**src/rtl/ex_redirect.sv**
```systemverilog
// Execute-stage branch/jump resolver. It issues a registered redirect to fetch,
// then walks the wrong-path slot and the fetch bubble that follow each redirect.
module ex_redirect #(
    parameter bit DELAY_SLOT = 1'b0
) (
    input  logic        clk,
    input  logic        rst,
    input  logic [31:0] instruction_EX,
    input  logic [9:0]  pc_FETCH,
    input  logic [31:0] rs_data,
    input  logic [31:0] rt_data,
    output logic [1:0]  pc_src_EX,
    output logic [9:0]  branch_addr_EX,
    output logic [9:0]  jtype_addr_EX,
    output logic [9:0]  reg_addr_EX,
    output logic        stall_EX,
    output logic        link_we,
    output logic [9:0]  link_addr,
    output logic [15:0] redirect_count
);

    // state    | meaning
    // IDLE     | decode active, redirect issued on a taken branch or any jump
    // REDIRECT | pc_src_EX live; sequential successor is in execute
    // DRAIN    | fetch-inserted bubble in execute
    typedef enum logic [1:0] {S_IDLE, S_REDIRECT, S_DRAIN} state_t;

    localparam logic [1:0] SRC_SEQ = 2'b00;
    localparam logic [1:0] SRC_BR  = 2'b01;
    localparam logic [1:0] SRC_J   = 2'b10;
    localparam logic [1:0] SRC_JR  = 2'b11;

    state_t      r_state;
    state_t      w_state_nxt;
    logic [1:0]  r_pc_src;
    logic [9:0]  r_branch_addr;
    logic [9:0]  r_jtype_addr;
    logic [9:0]  r_reg_addr;
    logic [15:0] r_count;

    logic [5:0]  w_opcode;
    logic [5:0]  w_funct;
    logic [1:0]  w_src_dec;
    logic        w_is_link;
    logic        w_issue;
    logic [9:0]  w_branch_tgt;
    logic        w_unused;

    assign w_opcode     = instruction_EX[31:26];
    assign w_funct      = instruction_EX[5:0];
    assign w_branch_tgt = pc_FETCH + 10'd1 + instruction_EX[9:0];
    assign w_unused     = ^instruction_EX[25:10];

    always_comb begin
        w_src_dec = SRC_SEQ;
        w_is_link = 1'b0;
        case (w_opcode)
            6'b000100: if (rs_data == rt_data)          w_src_dec = SRC_BR;
            6'b000101: if (rs_data != rt_data)          w_src_dec = SRC_BR;
            6'b000110: if ($signed(rs_data) <= 32'sd0)  w_src_dec = SRC_BR;
            6'b000111: if ($signed(rs_data) >  32'sd0)  w_src_dec = SRC_BR;
            6'b000010: w_src_dec = SRC_J;
            6'b000011: begin
                w_src_dec = SRC_J;
                w_is_link = 1'b1;
            end
            6'b000000: begin
                if (w_funct == 6'b001000) begin
                    w_src_dec = SRC_JR;
                end else if (w_funct == 6'b001001) begin
                    w_src_dec = SRC_JR;
                    w_is_link = 1'b1;
                end
            end
            default: w_src_dec = SRC_SEQ;
        endcase
    end

    assign w_issue = (r_state == S_IDLE) && (w_src_dec != SRC_SEQ);

    always_comb begin
        w_state_nxt = r_state;
        stall_EX    = 1'b0;
        link_we     = 1'b0;
        case (r_state)
            S_IDLE: begin
                link_we = w_is_link && !rst;
                if (w_issue) w_state_nxt = S_REDIRECT;
            end
            S_REDIRECT: begin
                stall_EX    = !DELAY_SLOT;
                w_state_nxt = S_DRAIN;
            end
            S_DRAIN: begin
                stall_EX    = 1'b1;
                w_state_nxt = S_IDLE;
            end
            default: w_state_nxt = S_IDLE;
        endcase
    end

    always_ff @(posedge clk or posedge rst) begin
        if (rst) begin
            r_state <= S_IDLE;
        end else begin
            r_state <= w_state_nxt;
        end
    end

    // pc_src_EX is non-zero only for the single REDIRECT cycle.
    always_ff @(posedge clk or posedge rst) begin
        if (rst) begin
            r_pc_src      <= SRC_SEQ;
            r_branch_addr <= 10'd0;
            r_jtype_addr  <= 10'd0;
            r_reg_addr    <= 10'd0;
            r_count       <= 16'd0;
        end else begin
            r_pc_src <= w_issue ? w_src_dec : SRC_SEQ;
            if (w_issue) begin
                case (w_src_dec)
                    SRC_BR:  r_branch_addr <= w_branch_tgt;
                    SRC_J:   r_jtype_addr  <= instruction_EX[9:0];
                    SRC_JR:  r_reg_addr    <= rs_data[9:0];
                    default: r_reg_addr    <= r_reg_addr;
                endcase
                if (r_count != 16'hFFFF) r_count <= r_count + 16'd1;
            end
        end
    end

    assign pc_src_EX      = r_pc_src;
    assign branch_addr_EX = r_branch_addr;
    assign jtype_addr_EX  = r_jtype_addr;
    assign reg_addr_EX    = r_reg_addr;
    assign redirect_count = r_count;
    assign link_addr      = link_we ? (pc_FETCH + 10'd1) : 10'd0;

endmodule

```
**config.mk**
```make
export PLATFORM = sky130hd
export DESIGN_NAME = ex_redirect
export DESIGN_NICKNAME = d
export VERILOG_FILES = /design/src/rtl/ex_redirect.sv
export SDC_FILE = /design/constraint.sdc
export NUM_CORES = 1
export LEC_CHECK = 0
export CAP_MARGIN = 20
export CORE_MARGIN = 4
export CORE_UTILIZATION = 40
export DETAILED_ROUTE_END_ITERATION = 12
export GPL_ROUTABILITY_DRIVEN = 0
export PLACE_DENSITY_LB_ADDON = 0.05
export SYNTH_ARGS = -nofsm -noshare
export SYNTH_HDL_FRONTEND = slang
export SYNTH_SLANG_ARGS = --single-unit
export TNS_END_PERCENT = 5
```
**constraint.sdc**
```tcl
create_clock -name clk -period 3.06 [get_ports clk]
set_clock_uncertainty 0.05 [all_clocks]
set_input_delay 0.459 -clock clk [delete_from_list [all_inputs] [get_ports clk]]
set_output_delay 0.459 -clock clk [all_outputs]
set_load 0.01 [all_outputs]
```
# ---- Word level (Yosys, flattened, before mapping)
# Index checks and enable logic that the tools add are counted.
dict set report totals {
  reg_bits 50
  latch_bits 0
  ram_bits 0
  romBits 0
  in_bits 108
  out_inout_bits 60
  elab_cells 56
  n_memories 0
}
dict set report op_classes {
  n_addsub 3
  mul 0
  div_mod_pow 0
  order_cmp 2
  eq_ne 17
  n_shift 0
  n_mux 16
  bitwise_logic 0
  n_reduce_logical 12
}
# cell n
set ops {}
lappend ops {{32-bit == test} 1}
lappend ops {{32-bit by 1-bit greater-than comparator with 1-bit output, second input constant} 1}
lappend ops {{32-bit by 1-bit less-or-equal comparator with 1-bit output, second input constant} 1}
lappend ops {{32-bit inequality test} 1}
lappend ops {{6-bit by 3-bit == test with 1-bit output, second input constant} 4}
lappend ops {{16-bit by 1-bit adder with 16-bit output, second input constant} 1}
lappend ops {{16-bit inequality test, second input constant} 1}
lappend ops {{6-bit by 2-bit == test with 1-bit output, second input constant} 2}
lappend ops {{6-bit by 4-bit == test with 1-bit output, second input constant} 2}
lappend ops {{2-bit case mux with 6 select lines} 1}
lappend ops {{10-bit by 1-bit adder with 10-bit output, second input constant} 1}
lappend ops {{10-bit adder} 1}
lappend ops {{10-bit two-way mux} 1}
lappend ops {{1-bit two-way mux} 8}
lappend ops {{2-bit two-way mux} 4}
lappend ops {{2-bit AND reduction} 4}
lappend ops {{2-bit == test, second input constant} 3}
lappend ops {{6-bit zero test} 1}
lappend ops {{2-bit by 1-bit == test with 1-bit output, second input constant} 2}
lappend ops {{2-bit case mux with 2 select lines} 1}
lappend ops {{2-bit OR reduction} 2}
lappend ops {{1-bit logical AND} 2}
lappend ops {{2-bit zero test} 1}
lappend ops {{2-bit inequality test, second input constant} 1}
lappend ops {{3 further kinds} 3}

# ---- Depth between registers and ports, before layout
dict set report logic_depth {
  depth_word 8
  depth_mapped 12
  depth_no_buf 12
}

# ---- Worst setup path before layout
# No wires, ideal clock.
dict set report synth_path {
  kind {input to output}
  from {in rst}
  to {out link_addr[3]}
  arrival_time_ps 2206
  t_required_ps 2551
  slack_ps 345
  stages 4
  n_path_buf 1
  path_cell_list {inv_1 -> nand4_1 -> clkbuf_1 -> nor2b_1}
}
dict set report synth_between {
  elab_chain_cells 4
}
# item line
set synth_rtl {}
lappend synth_rtl {{start: declaration} 7} ;# input logic rst,
lappend synth_rtl {{1-bit zero test (no source line)} --}
lappend synth_rtl {{1-bit logical AND} 87} ;# link_we = w_is_link && !rst;
lappend synth_rtl {{1-bit two-way mux} 85} ;# case (r_state)
lappend synth_rtl {{10-bit two-way mux} 137} ;# assign link_addr = link_we ? (pc_FETCH + 10'd1) : 10'd0;
lappend synth_rtl {{end: declaration} 18} ;# output logic [9:0] link_addr,
# Every way passes these cells.

# ---- Worst setup path after layout
dict set report layout_path {
  from {in instruction_EX[28]}
  to {out link_we}
}
dict set report layout_between {
  elab_chain_cells 4
  elab_cells_between_ends 5
  cone_classes {eq/ne: 1; mux: 2; reduce/logical: 2}
}
# item line
set layout_rtl {}
lappend layout_rtl {{start: declaration} 8} ;# input logic [31:0] instruction_EX,
lappend layout_rtl {{6-bit by 2-bit == test with 1-bit output or 6-bit zero test (tied branches)} 57} ;# case (w_opcode)
lappend layout_rtl {{1-bit case mux with 2 select lines *} 57}
lappend layout_rtl {{1-bit logical AND *} 87}
lappend layout_rtl {{1-bit two-way mux *} 85}
lappend layout_rtl {{end: declaration} 17} ;# output logic link_we,
# Every way passes the cells marked *; elsewhere a longest branch is shown, timed or not.

==> metrics.md <==
| Metric | Value |
|---|---|
| Synth Instances | `299` |
| Net Switching | `0.772 mW` |
| Top cells by area, synth | `dfrtp_1 (39%), xor2_1 (14%), mux2_2 (11%)` |
| Seq/Total Area, Yosys | `39.4%` |
| Slew HR | `55.9%` |
| Commonest non-fill, non-tap cell in the layout | `clkdlybuf4s50_1` |
| Cell-internal power | `~1.8 mW` |
| Die area | `around 0.0094 sq mm` |
| Setup TNS | `0 ns` |
| Crit. End Element | `output port` |
| Clock latency on the worst-skew pair | `about 0.30 ns` |
| Final max-slew violation count | `0` |
| Vias | `between 2,000 and 3,000` |
| Seq pwr share | `between 30% and 40%` |
| CTS H-tree depth | `2` |
| Synth area leader | `dfrtp_1` |
| WP buf/inv | `5` |
| Combinational power share | `42.8%` |
| CP Max Fanout | `11` |
| Achievable Freq | `345 MHz` |
| Ports | `168` |
| Post-layout min period | `2.90 ns` |
| Antenna Violating Nets Remaining | `0` |
| Crit Path Category | `input port to output port` |
| Nature of the critical path startpoint | `input port` |
| 1st-pass router iterations | `4` |
| VDD IR max | `506 uV` |
| Site row count | `32` |
| Post-route cell area | `0.00526 sq mm` |
| Core Util, Final | `68.0%` |
| Max_cap viols | `0` |
| Crit-path cells | `clkdlybuf4s50_1 -> nor4_1 -> buf_4 -> nand4_1 -> buf_4 -> inv_1 -> clkdlybuf4s50_1` |
| Sw frac | `30.0%` |
| Num CTS Buffers | `5` |
| Clk pwr share | `around a fifth` |
| CTS max path bufs | `2` |
| Outcome | `complete, no violations` |
| Syn avg cell area | `10.6 sq um` |
| CTS sink cnt | `50` |
| Worst slack at placement | `-0.164 ns` |
| Slowest stage cell, crit path | `clkdlybuf4s50_1` |
| DR vias/cell | `a little under 5` |
| Tightest Pin Transition | `0.661 ns` |
| Leak pwr | `2.47 nW` |
| Crit path max-delay family | `buffers and inverters` |
| Drt wl/cell | `16.3 um` |
| Fin crit share | `94.8%` |
| Final HPWL DP | `around 7.7 mm` |
| Vias in the first global route | `3,086` |
| Cell area power density | `490 mW/mm^2` |
| Most frequent cells in the layout | `clkdlybuf4s50_1 (141), xor2_1 (51), dfrtp_1 (50)` |
| Grt total ovfl | `0` |
| Routed wire length | `9.59 mm` |
| Area grow syn2layout | `65.3%` |
| Post-Synthesis Net Count | `421` |
| DRC violations left | `0` |
| Area after DPL | `0.00507 sq mm` |
| Gr usage total | `between 20% and 30%` |
| Die span in x | `slightly below 100 um` |
| Syn Std Cell Area | `0.00318 sq mm` |
| Syn. warnings | `0` |
| Worst setup margin | `0.161 ns` |
| Unrepaired setup endpoints after global routing | `no` |
| Die height | `between 90 and 100 um` |
| Fraction of layout cells with a size suffix above 1 | `17.0%` |
| #FFs+latches synth | `50` |
| Antenna violations before repair | `0` |
| Fin. Hold Viols | `0` |
| WHS | `0.441 ns` |
| Power Total | `2.57 mW` |
| Hold Buf Count CTS | `0` |
| Drt initial violations | `78` |
| CTS root buf | `clkbuf_8` |
| Worst-path clk slew | `~0.10 ns` |
| Post-synth cell types | `between 40 and 50` |
| Input/output buffers | `151` |
| Nets | `608` |
| Largest net degree at the start of global routing | `51` |
| Hold/Removal Path Class | `register to register` |
| Dpl cells | `between 500 and 600` |
| Arrival time worst endpoint | `2.39 ns` |
| CTS tree | `yes` |
| Crit path required time | `2.55 ns` |
| Antenna diodes | `0` |
| Finished Layout Cells | `589` |
| Placeable Area | `0.00773 sq mm` |
| Setup violations, final | `0` |
| First-pass GRT wire length | `15.7 mm` |
| Critical path's largest stage delay | `0.52 ns` |
| Initial core utilization | `41.1%` |
| Synth top area share | `between 30% and 40%` |
-- cells in the mapped netlist --
master and n:
nand2b_1 3, nand3_1 13, o21ai_0 3, o31ai_1 1, o211a_4 1, xor2_1 51, nor4_1 22, o21a_1 2
and3_1 4, nor3b_2 1, and2_1 1, fa_1 1, or3_1 3, o41ai_1 1, nand3b_1 1, xnor2_1 13
ha_1 13, nand2_1 11, mux2i_1 1, o21bai_1 1, and4bb_2 1, a21oi_1 4, dfrtp_1 50, a21o_1 2
nor2b_1 10, mux2_4 1, nor3_1 9, inv_1 12, nor2_4 1, buf_2 1, nand4_1 5, buf_6 3
a2bb2oi_1 1, clkbuf_1 1, nor4b_1 1, a22o_1 1, mux2_1 1, or2_1 1, nor2_1 15, mux2_2 31
nor4_4 1
-- sequential cells by signal, summed over array words and instances, names as in the netlist --
| signal | flops |
|---|---|
| branch_addr_EX | 10 |
| jtype_addr_EX | 10 |
| pc_src_EX | 2 |
| r_state | 2 |
| redirect_count | 16 |
| reg_addr_EX | 10 |
-- cell families (layout without fill, tap and decap cells) --
group | Yosys count | in the layout | synth area share (%)
multiplexers | 34 | 34 | 12.1
flip-flops | 50 | 50 | 39.4
AO/OA/AOI/OAI | 17 | 17 | 3.90
adder cells (fa/ha/maj) | 14 | 14 | 5.75
XOR/XNOR | 64 | 64 | 17.6
AND/OR/NAND/NOR | 103 | 103 | 18.5
buffers and inverters | 17 | 205 | 2.75
-- final timing paths --
path                               startpoint                  to  slack, ns  cells past startpoint
max                        instruction_EX[28]             link_we       0.16                      7
min                        redirect_count[10]  redirect_count[10]       0.44                      1
min reg2reg                redirect_count[10]  redirect_count[10]       0.44                      1
max reg2reg                 redirect_count[5]   redirect_count[1]       0.84                      8
min in group asynchronous                 rst    jtype_addr_EX[6]       0.63                      3
max in group asynchronous                 rst  redirect_count[15]       1.88                      3
-- power groups by stage --
| stage | clock network [mW] | registers, mW | logic (mW) |
|---|---|---|---|
| 2_1_floorplan | 0 | 1.01 | 0.392 |
| 3_3_place_gp | 0 | 0.940 | 1.08 |
| 3_5_place_dp | 0 | 0.941 | 1.10 |
| 4_1_cts | 0.562 | 0.934 | 1.11 |
| 5_1_grt | 0.589 | 0.960 | 1.20 |
| 6_report | 0.541 | 0.931 | 1.10 |
-- metal layers --
| layer | global-route usage [%] | wire length, um | vias up |
|---|---|---|---|
| li1 | - | - | 1437 |
| met1 | 25.8 | 4150 | 1352 |
| met2 | 33.5 | 4560 | 106 |
| met3 | 5.60 | 626 | 17 |
| met4 | 6.26 | 241 | 0 |
| met5 | 0 | 0 | - |
-- timing repair --
item                                    CTS  global route
endpoints found under the setup margin    6            10
buffers inserted                          1             0
pin swaps                                 1             1
resized for setup                         0            13
-- worst reg2reg max path, delay by kind of cell (launching register included) --
kind                   cells  cell delay [ns]
buffers and inverters      1             0.24
AND/OR/NAND/NOR            5             0.81
flip-flops                 1             0.43
multiplexers               1             0.31
AO/OA/AOI/OAI              1             0.26
-- cell type report --
type,count,area [sq um]
repair buffers,185,1840
clock inverters,3,68.8
inverters,12,45.0
well taps,102,128
flip-flops and latches,50,1250
clock buffers,5,68.8
multi-input cells,232,1850
fillers,636,2470
Power figures use the tool's default switching activity.
